==> src/rtl/uart_alu_pkg.sv <==
// Shared definitions for the UART ALU link: packet header layout, opcode map
// (common to uart_alu and alu_cmd_tx) and the command-initiator FSM state type.
package uart_alu_pkg;

  // Header: opcode, reserved, len[7:0], len[15:8]; len counts the header too.
  localparam logic [7:0]  HdrReserved = 8'h00;
  localparam int unsigned HdrLen      = 4;

  localparam logic [7:0] OpAdd  = 8'h10;
  localparam logic [7:0] OpSub  = 8'h11;
  localparam logic [7:0] OpMul  = 8'h12;
  localparam logic [7:0] OpAnd  = 8'h13;
  localparam logic [7:0] OpOr   = 8'h14;
  localparam logic [7:0] OpXor  = 8'h15;
  localparam logic [7:0] OpEcho = 8'hEC;

  typedef enum logic [1:0] {
    StIdle,
    StHeader,
    StPayload
  } tx_state_e;

endpackage

==> src/rtl/uart_byte_tx.sv <==
// 8N1 UART byte transmitter.
//   clk_i, rst_ni : clock, asynchronous active-low reset
//   valid_i       : byte offered on data_i
//   ready_o       : idle, or in the final cycle of the stop bit (allows
//                   back-to-back frames with no idle gap)
//   data_i        : byte to send, LSB first
//   txd_o         : serial line, idle high, registered
module uart_byte_tx #(
  parameter int unsigned DIV = 138
) (
  input  logic       clk_i,
  input  logic       rst_ni,
  input  logic       valid_i,
  output logic       ready_o,
  input  logic [7:0] data_i,
  output logic       txd_o
);

  localparam int unsigned CntW = (DIV > 1) ? $clog2(DIV) : 1;

  logic            busy_q, busy_d;
  logic [CntW-1:0] baud_q, baud_d;
  logic [3:0]      bit_q, bit_d;
  logic [8:0]      shift_q, shift_d;
  logic            txd_q, txd_d;
  logic            bit_end, frame_end;

  assign bit_end   = (baud_q == CntW'(DIV - 1));
  assign frame_end = busy_q && bit_end && (bit_q == 4'd9);
  assign ready_o   = !busy_q || frame_end;
  assign txd_o     = txd_q;

  always_comb begin
    busy_d  = busy_q;
    baud_d  = baud_q;
    bit_d   = bit_q;
    shift_d = shift_q;
    txd_d   = txd_q;
    if (valid_i && ready_o) begin
      // Start bit goes out on this edge; stop bit rides in shift_q[8].
      busy_d  = 1'b1;
      baud_d  = '0;
      bit_d   = '0;
      shift_d = {1'b1, data_i};
      txd_d   = 1'b0;
    end else if (busy_q) begin
      if (bit_end) begin
        baud_d = '0;
        if (bit_q == 4'd9) begin
          busy_d = 1'b0;
          txd_d  = 1'b1;
        end else begin
          bit_d   = bit_q + 4'd1;
          txd_d   = shift_q[0];
          shift_d = {1'b1, shift_q[8:1]};
        end
      end else begin
        baud_d = baud_q + CntW'(1);
      end
    end
  end

  always_ff @(posedge clk_i or negedge rst_ni) begin
    if (!rst_ni) begin
      busy_q  <= 1'b0;
      baud_q  <= '0;
      bit_q   <= '0;
      shift_q <= '1;
      txd_q   <= 1'b1;
    end else begin
      busy_q  <= busy_d;
      baud_q  <= baud_d;
      bit_q   <= bit_d;
      shift_q <= shift_d;
      txd_q   <= txd_d;
    end
  end

endmodule

==> src/rtl/alu_cmd_tx.sv <==
// Host-side ALU command initiator: takes one command over valid/ready, frames
// it as header + little-endian operands and sends it as 8N1 UART on txd_o.
//   clk_i, rst_ni : clock, asynchronous active-low reset
//   cmd_valid_i   : command present     cmd_ready_o : idle, can accept
//   cmd_opcode_i  : opcode byte         cmd_count_i : operand count (clamped)
//   operands_i    : operand k at [32k+31:32k]
//   txd_o         : UART output, idle high
//   busy_o        : packet in flight (~cmd_ready_o)
module alu_cmd_tx
  import uart_alu_pkg::*;
#(
  parameter int unsigned CLK_FREQ_HZ  = 16_000_000,
  parameter int unsigned BAUD         = 115_200,
  parameter int unsigned MAX_OPERANDS = 4
) (
  input  logic                                clk_i,
  input  logic                                rst_ni,
  input  logic                                cmd_valid_i,
  output logic                                cmd_ready_o,
  input  logic [7:0]                          cmd_opcode_i,
  input  logic [$clog2(MAX_OPERANDS+1)-1:0]   cmd_count_i,
  input  logic [32*MAX_OPERANDS-1:0]          operands_i,
  output logic                                txd_o,
  output logic                                busy_o
);

  localparam int unsigned DIV  = CLK_FREQ_HZ / BAUD;
  localparam int unsigned CntW = $clog2(MAX_OPERANDS + 1);
  localparam int unsigned OpW  = 32 * MAX_OPERANDS;
  localparam int unsigned NumB = 4 * MAX_OPERANDS;
  localparam int unsigned IdxW = $clog2(NumB + 1);

  tx_state_e       state_q, state_d;
  logic [IdxW-1:0] idx_q, idx_d;
  logic [CntW-1:0] n_q, n_d;
  logic [OpW-1:0]  ops_q, ops_d;

  logic [CntW-1:0] n_in;
  logic [15:0]     len;
  logic [IdxW-1:0] pay_idx, pay_last;
  logic [7:0]      hdr_next, pay_byte, byte_data;
  logic            byte_valid, byte_ready;

  assign n_in     = (cmd_count_i > CntW'(MAX_OPERANDS)) ? CntW'(MAX_OPERANDS) : cmd_count_i;
  assign len      = 16'(HdrLen) + (16'(n_q) << 2);
  assign pay_last = IdxW'((32'(n_q) << 2) - 32'd1);
  // Index of the payload byte to load next: 0 when leaving the header.
  assign pay_idx  = (state_q == StPayload) ? idx_q + IdxW'(1) : '0;

  // idx_q names the byte currently on the wire, so the next header byte is idx_q+1.
  always_comb begin
    unique case (idx_q[1:0])
      2'd0:    hdr_next = HdrReserved;
      2'd1:    hdr_next = len[7:0];
      default: hdr_next = len[15:8];
    endcase
  end

  // Operands are packed little-endian, so payload byte i is simply byte i of
  // ops_q: operand idx[..:2], lane idx[1:0].
  always_comb begin
    pay_byte = 8'h00;
    for (int b = 0; b < NumB; b++) begin
      if (pay_idx == IdxW'(b)) pay_byte = ops_q[8*b +: 8];
    end
  end

  always_comb begin
    state_d    = state_q;
    idx_d      = idx_q;
    n_d        = n_q;
    ops_d      = ops_q;
    byte_valid = 1'b0;
    byte_data  = 8'h00;
    unique case (state_q)
      StIdle: begin
        // The byte transmitter is always idle here; byte 0 goes straight into
        // its shifter on the accept edge, so the opcode needs no register.
        if (cmd_valid_i) begin
          byte_valid = 1'b1;
          byte_data  = cmd_opcode_i;
          n_d        = n_in;
          ops_d      = operands_i;
          idx_d      = '0;
          state_d    = StHeader;
        end
      end
      StHeader: begin
        if (byte_ready) begin
          if (idx_q != IdxW'(HdrLen - 1)) begin
            byte_valid = 1'b1;
            byte_data  = hdr_next;
            idx_d      = idx_q + IdxW'(1);
          end else if (n_q != '0) begin
            byte_valid = 1'b1;
            byte_data  = pay_byte;
            idx_d      = '0;
            state_d    = StPayload;
          end else begin
            idx_d   = '0;
            state_d = StIdle;
          end
        end
      end
      StPayload: begin
        if (byte_ready) begin
          if (idx_q == pay_last) begin
            idx_d   = '0;
            state_d = StIdle;
          end else begin
            byte_valid = 1'b1;
            byte_data  = pay_byte;
            idx_d      = idx_q + IdxW'(1);
          end
        end
      end
      default: state_d = StIdle;
    endcase
  end

  always_ff @(posedge clk_i or negedge rst_ni) begin
    if (!rst_ni) begin
      state_q <= StIdle;
      idx_q   <= '0;
      n_q     <= '0;
      ops_q   <= '0;
    end else begin
      state_q <= state_d;
      idx_q   <= idx_d;
      n_q     <= n_d;
      ops_q   <= ops_d;
    end
  end

  assign cmd_ready_o = (state_q == StIdle);
  assign busy_o      = ~cmd_ready_o;

  uart_byte_tx #(
    .DIV(DIV)
  ) u_byte_tx (
    .clk_i  (clk_i),
    .rst_ni (rst_ni),
    .valid_i(byte_valid),
    .ready_o(byte_ready),
    .data_i (byte_data),
    .txd_o  (txd_o)
  );

endmodule

==> config.mk <==
export PLATFORM = sky130hd
export DESIGN_NAME = alu_cmd_tx
export DESIGN_NICKNAME = d
export VERILOG_FILES = /design/src/rtl/uart_alu_pkg.sv /design/src/rtl/uart_byte_tx.sv /design/src/rtl/alu_cmd_tx.sv
export SDC_FILE = /design/constraint.sdc
export NUM_CORES = 1
export LEC_CHECK = 0
export CELL_PAD_IN_SITES_DETAIL_PLACEMENT = 1
export CELL_PAD_IN_SITES_GLOBAL_PLACEMENT = 2
export CORE_AREA = 2 2 163 165
export CTS_BUF_LIST = sky130_fd_sc_hd__clkbuf_16
export CTS_CLUSTER_DIAMETER = 200
export DETAILED_ROUTE_END_ITERATION = 6
export DIE_AREA = 0 0 165 167
export PLACE_DENSITY = 0.85
export SYNTH_ARGS = -nofsm -noshare
export SYNTH_HDL_FRONTEND = slang
export SYNTH_HIERARCHICAL = 1
export SYNTH_SLANG_ARGS = --single-unit
export TNS_END_PERCENT = 1
==> constraint.sdc <==
create_clock -name clk_i -period 6.45 [get_ports clk_i]
set_clock_uncertainty 0.05 [all_clocks]
set_input_delay 1.29 -clock clk_i [delete_from_list [all_inputs] [get_ports clk_i]]
set_output_delay 1.29 -clock clk_i [all_outputs]
set_load 0.005 [all_outputs]
; Word-level counts from Yosys, hierarchy flattened
; Cells that the tools add are included.
[totals]
register_bits = 161
word_cells = 126
output_inout_bits = 3
input_bits = 142
[op_classes]
n_lt_le_gt_ge = 1
n_eq_ne = 28
reduce_logical = 17
muxes = 65
bitwise_logic = 1
add_sub_neg = 5
[op_table]
columns = op, count
row1 = $mux 8, 25
row2 = $eq 5x4->1 const B, 8
row3 = $mux 9, 4
row4 = $mux 5, 6
row5 = $pmux 8 s3, 1
row6 = $eq 5x3->1 const B, 4
row7 = $mux 4, 4
row8 = $pmux 5 s3, 1
row9 = $mux 1, 14
row10 = $mux 2, 6
row11 = $pmux 6 s2, 1
row12 = $eq 5x2->1 const B, 2
row13 = $add 8x1->8 const B, 1
row14 = $eq 8x8->1 const B, 1
row15 = $add 3x5->6 const A, 1
row16 = $ne 2x1->1 const B, 3
row17 = $ne 2x2->1 const B, 3
row18 = $pmux 2 s3, 1
row19 = $reduce_bool 3->1, 2
row20 = $add 5x1->5 const B, 1
row21 = $eq 5x1->1 const B, 1
row22 = $eq 5x5->1, 1
row23 = $logic_not 5->1, 1
row24 = $ne 5x2->1 const B, 1
row25 = 18 further kinds, 24

; Longest topological paths before layout
[depth]
ltp_word = 24
ltp_mapped = 14
depth_no_buf = 13

; Hierarchy
; Netlist, hierarchy kept.
[by_module_without_submodules]
columns = module, seq_area_each_um2, area_each_um2, cells_each, instances
row1 = alu_cmd_tx, 3453.3, 7478.4, 927, 1
row2 = uart_byte_tx, 561.8, 1167.4, 109, 1

; Least setup slack after synthesis
; OpenSTA, ideal clock, no wires.
[synth_timing]
path_kind = input port to flip-flop
start = input cmd_valid_i
end = register u_byte_tx.bit_q[2]
t_required_ps = 6274
path_stages = 8
setup_ps = 126
t_arrival_ps = 2838
path_slack_ps = 3436
path_cell_list = and2_1 -> clkbuf_1 -> clkbuf_1 -> a31oi_1 -> nor2_1 -> clkbuf_1 -> o21ai_2 -> a221o_1
[synth_via]
elab_chain_cells = 5
[synth_lines]
columns = item, line
row1 = start: declaration, alu_cmd_tx.sv:18  ; input logic cmd_valid_i,
row2 = $mux 1 *, alu_cmd_tx.sv:79  ; if (cmd_valid_i) begin
row3 = $pmux 1 s3 *, alu_cmd_tx.sv:75  ; unique case (state_q)
row4 = via byte_valid, alu_cmd_tx.sv:42  ; logic byte_valid, byte_ready;
row5 = $logic_and 1x1->1 *, uart_byte_tx.sv:39  ; if (valid_i && ready_o) begin
row6 = $ne 2x2->1 (no source line) / $reduce_bool 2->1 (equally long branches), n/a
row7 = $reduce_and 3->1 (no source line), n/a
row8 = end signal: assignment, uart_byte_tx.sv:73  ; bit_q <= bit_d;
row9 = end: declaration, uart_byte_tx.sv:23  ; logic [3:0] bit_q, bit_d;
; The timed path passes the listed nets; every way through them passes the cells marked *.
; A chain may end at the register's enable or synchronous reset.

; Worst setup path in the final report
[layout_timing]
start = register idx_q[0]
end = register u_byte_tx.shift_q[3]
[layout_via]
elab_chain_cells = 24
[layout_lines]
columns = item, line
row1 = start: declaration, alu_cmd_tx.sv:34  ; logic [IdxW-1:0] idx_q, idx_d;
row2 = start signal: assignment, alu_cmd_tx.sv:129  ; idx_q <= idx_d;
row3 = $add 5x1->5, alu_cmd_tx.sv:48  ; assign pay_idx = (state_q == StPayload) ? idx_q + IdxW'(1) : '0;
row4 = $mux 5, alu_cmd_tx.sv:48
row5 = $logic_not 5->1, alu_cmd_tx.sv:64  ; if (pay_idx == IdxW'(b)) pay_byte = ops_q[8*b +: 8];
row6 = $mux 8 (16 in series), alu_cmd_tx.sv:64
row7 = $mux 8, alu_cmd_tx.sv:94  ; end else if (n_q != '0) begin
row8 = $mux 8, alu_cmd_tx.sv:90  ; if (idx_q != IdxW'(HdrLen - 1)) begin
row9 = $mux 8, alu_cmd_tx.sv:89  ; if (byte_ready) begin
row10 = $pmux 8 s3 *, alu_cmd_tx.sv:75
row11 = via byte_data[3], alu_cmd_tx.sv:41  ; logic [7:0] hdr_next, pay_byte, byte_data;
row12 = $mux 9 *, uart_byte_tx.sv:39
row13 = end signal: assignment, uart_byte_tx.sv:74  ; shift_q <= shift_d;
row14 = end: declaration, uart_byte_tx.sv:24  ; logic [8:0] shift_q, shift_d;
; Marked as above.

==> metrics.txt <==
Hold Startpoint ops_q[59]; CTS tree done; pre-CTS WS 2.36 ns; Starting DRT DRC Count 458; nets@finish 1,301; CTS clk-pin slew, worst paths 0.07 ns; max-cap violations 0; number of post-CTS setup repair buffers 0; flops & latches, synth 160; number of buffers created by CTS 17; Hold Path Stages 2; wire per inst 19.3 um; DR vias 7,792; setup slack, reg-to-reg 2.37 ns; final hold slack 0.421 ns; Resized cells post-CTS 0; cell count after placement 1,462; worst slew pin tran 1.01 ns; die height 167 um; first-pass GRT wire length 45.5 mm; Post-Syn Instances 1,036; GRT Total Usage 21.5%; filler instances 3,011; CTS Sinks 160; width of the die 165 um; sequential share of the synthesized area 46.4%; slew margin rel. 32.2%; wirelength, routed 28.8 mm; clock tree buffer depth 2; outcome completed; post-place instance area 10,300 um^2; final design area excluding fillers 10,900 um^2; WP data arrival 4.38 ns; pwr/cell area 391 nW/um^2; CTS H-Tree Depth 4; Post-synth EDFFs 0; antenna violations before repair 0; Die ar. 27,600 um^2; GR Overflow Total 0; vias per inst 5.22; final worst path period need 4.08 ns; commonest non-fill, non-tap cell in the layout nand2_1; top_reg_cell synth dfrtp_1; crit path launch type register; Post-Synthesis Cell Area 8650 um^2; drt pass-1 iters 5; unrepaired setup endpoints after global routing false; Final WS setup 2.37 ns; Worst Path Max Fanout 53; hold_buf cts 0; Clock Latency Late Sink 0.43 ns; final antenna diode count 0; syn_area_per_cell 8.35 um^2; Post-route DRC 0; Post-DRT Antenna Nets 0; layout cells sized above 1 6.73%; number of library cell types mapped by synthesis 78; most frequent cells in the layout 418 x nand2_1, 151 x dfrtp_1, 143 x clkdlybuf4s50_1, 46 x o21ai_0, 39 x a21oi_1; # IOs 145; min-delay worst type reg2reg; Final Cycle Share 63.2%; Hold Vio Cnt, Final 0; clock root buffer clkbuf_16; critical path required time 6.75 ns; reg2reg start idx_q[0]; fin util 42.2%; Max rail drop VDD 0.235 mV; RD Place Congestion 0.860; row count 59; Layout area overhead 25.6%; Total Power 4.25 mW; CP Capture Type register; Slew Viols, Final 0; Worst R2R End u_byte_tx/shift_q[3]; port buffer count 144; starting density of the core 33.6%; warnings from Yosys 6; endpoints failing setup 0; crit path kind reg2reg; leakage power 4.92 nW; Layout Cells excl Fill 1,494; vias in the first global route 8,316; FMAX 0.245 GHz; Core Box Area 25,800 um^2; Synthesized Nets 1,191; Post-synth ARST share 100%; Worst R2R Path Depth 10; Setup TNS 0 ns; largest net degree at the start of global routing 78; Hold Path End ops_q[59]; detailed placement HPWL 21.0 mm
[Yosys cell counts, types with 8 or more instances]
| cell | number | area, um^2 |
|---|---|---|
| and3_1 | 12 | 75.1 |
| ha_1 | 13 | 163 |
| clkbuf_1 | 41 | 154 |
| nand3_1 | 10 | 50.1 |
| dfrtp_1 | 151 | 3780 |
| nor2_1 | 32 | 120 |
| a21oi_1 | 39 | 195 |
| a221o_1 | 9 | 90.1 |
| a22oi_1 | 22 | 165 |
| a21o_1 | 8 | 60.1 |
| dfstp_2 | 9 | 236 |
| o22ai_1 | 16 | 100 |
| buf_2 | 14 | 70.1 |
| nand2_1 | 419 | 1570 |
| inv_1 | 26 | 97.6 |
| o21ai_0 | 46 | 230 |
| xor2_1 | 11 | 96.3 |
[power breakdown]
group,switching (mW),leakage (nW),total (mW),internal [mW]
sequential,0.360,1.96,1.80,1.44
combinational,0.901,2.70,1.47,0.570
clock,0.448,0.256,0.982,0.534
total,1.71,4.92,4.25,2.54
[worst max-delay path, cell delays in order, from the launching register on]
cell,delay [ns]
dfrtp_1,0.32
buf_4,0.48
ha_1,0.64
and3_4,0.36
xnor2_4,0.16
nand3_1,0.33
o221ai_1,0.36
o221ai_1,0.16
o41ai_1,0.62
o21ai_1,0.15
a221o_1,0.35
[registers in the layout (all words and copies together) (netlist names)]
register / count
idx_q: 5
state_q: 2
u_byte_tx/txd_o: 1
u_byte_tx/shift_q: 8
u_byte_tx/busy_q: 1
ops_q: 128
u_byte_tx/baud_q: 8
n_q: 3
u_byte_tx/bit_q: 4
[cell type report]
cell class / instances / area [um^2] / share of cell area, %
Multi-Input combinational cell: 785 / 4240 / 39.1
Sequential cell: 160 / 4020 / 37.0
Timing Repair Buffer: 155 / 1530 / 14.0
Clock buffer: 17 / 425 / 3.92
Tap cell: 335 / 419 / 3.86
Clock inverter: 15 / 131 / 1.21
Inverter: 27 / 101 / 0.933
[kinds of logic (layout without fill, tap and decap cells)]
logic type	Yosys count	after routing	synth area share (%)
AND/OR/NAND/NOR	527	527	25.7
AO/OA/AOI/OAI	218	218	17.7
flip-flops	160	160	46.4
buffers and inverters	91	214	4.59
XOR/XNOR	14	14	2.01
adder cells (fa/ha/maj)	13	13	1.88
multiplexers	13	13	1.61
[metal layers]
| layer | GRT usage (%) | vias to the layer above | wire length (um) |
|---|---|---|---|
| met1 | 29.1 | 3785 | 12800 |
| li1 | - | 3748 | - |
| met4 | 7.49 | 0 | 870 |
| met3 | 3.69 | 39 | 1270 |
| met5 | 0 | - | 0 |
| met2 | 34.8 | 220 | 13800 |
[worst max path at each step]
| stage | endpoint | from | cells after the start |
|---|---|---|---|
| 2_1_floorplan | u_byte_tx/bit_q[2] | cmd_valid_i | 8 |
| 3_3_place_gp | u_byte_tx/bit_q[2] | cmd_valid_i | 6 |
| 3_5_place_dp | u_byte_tx/shift_q[0] | cmd_valid_i | 8 |
| 4_1_cts | u_byte_tx/shift_q[3] | idx_q[0] | 10 |
| 5_1_grt | u_byte_tx/shift_q[3] | idx_q[0] | 10 |
| 6_report | u_byte_tx/shift_q[3] | idx_q[0] | 10 |
No activity file was read; power rests on OpenSTA's default activity.
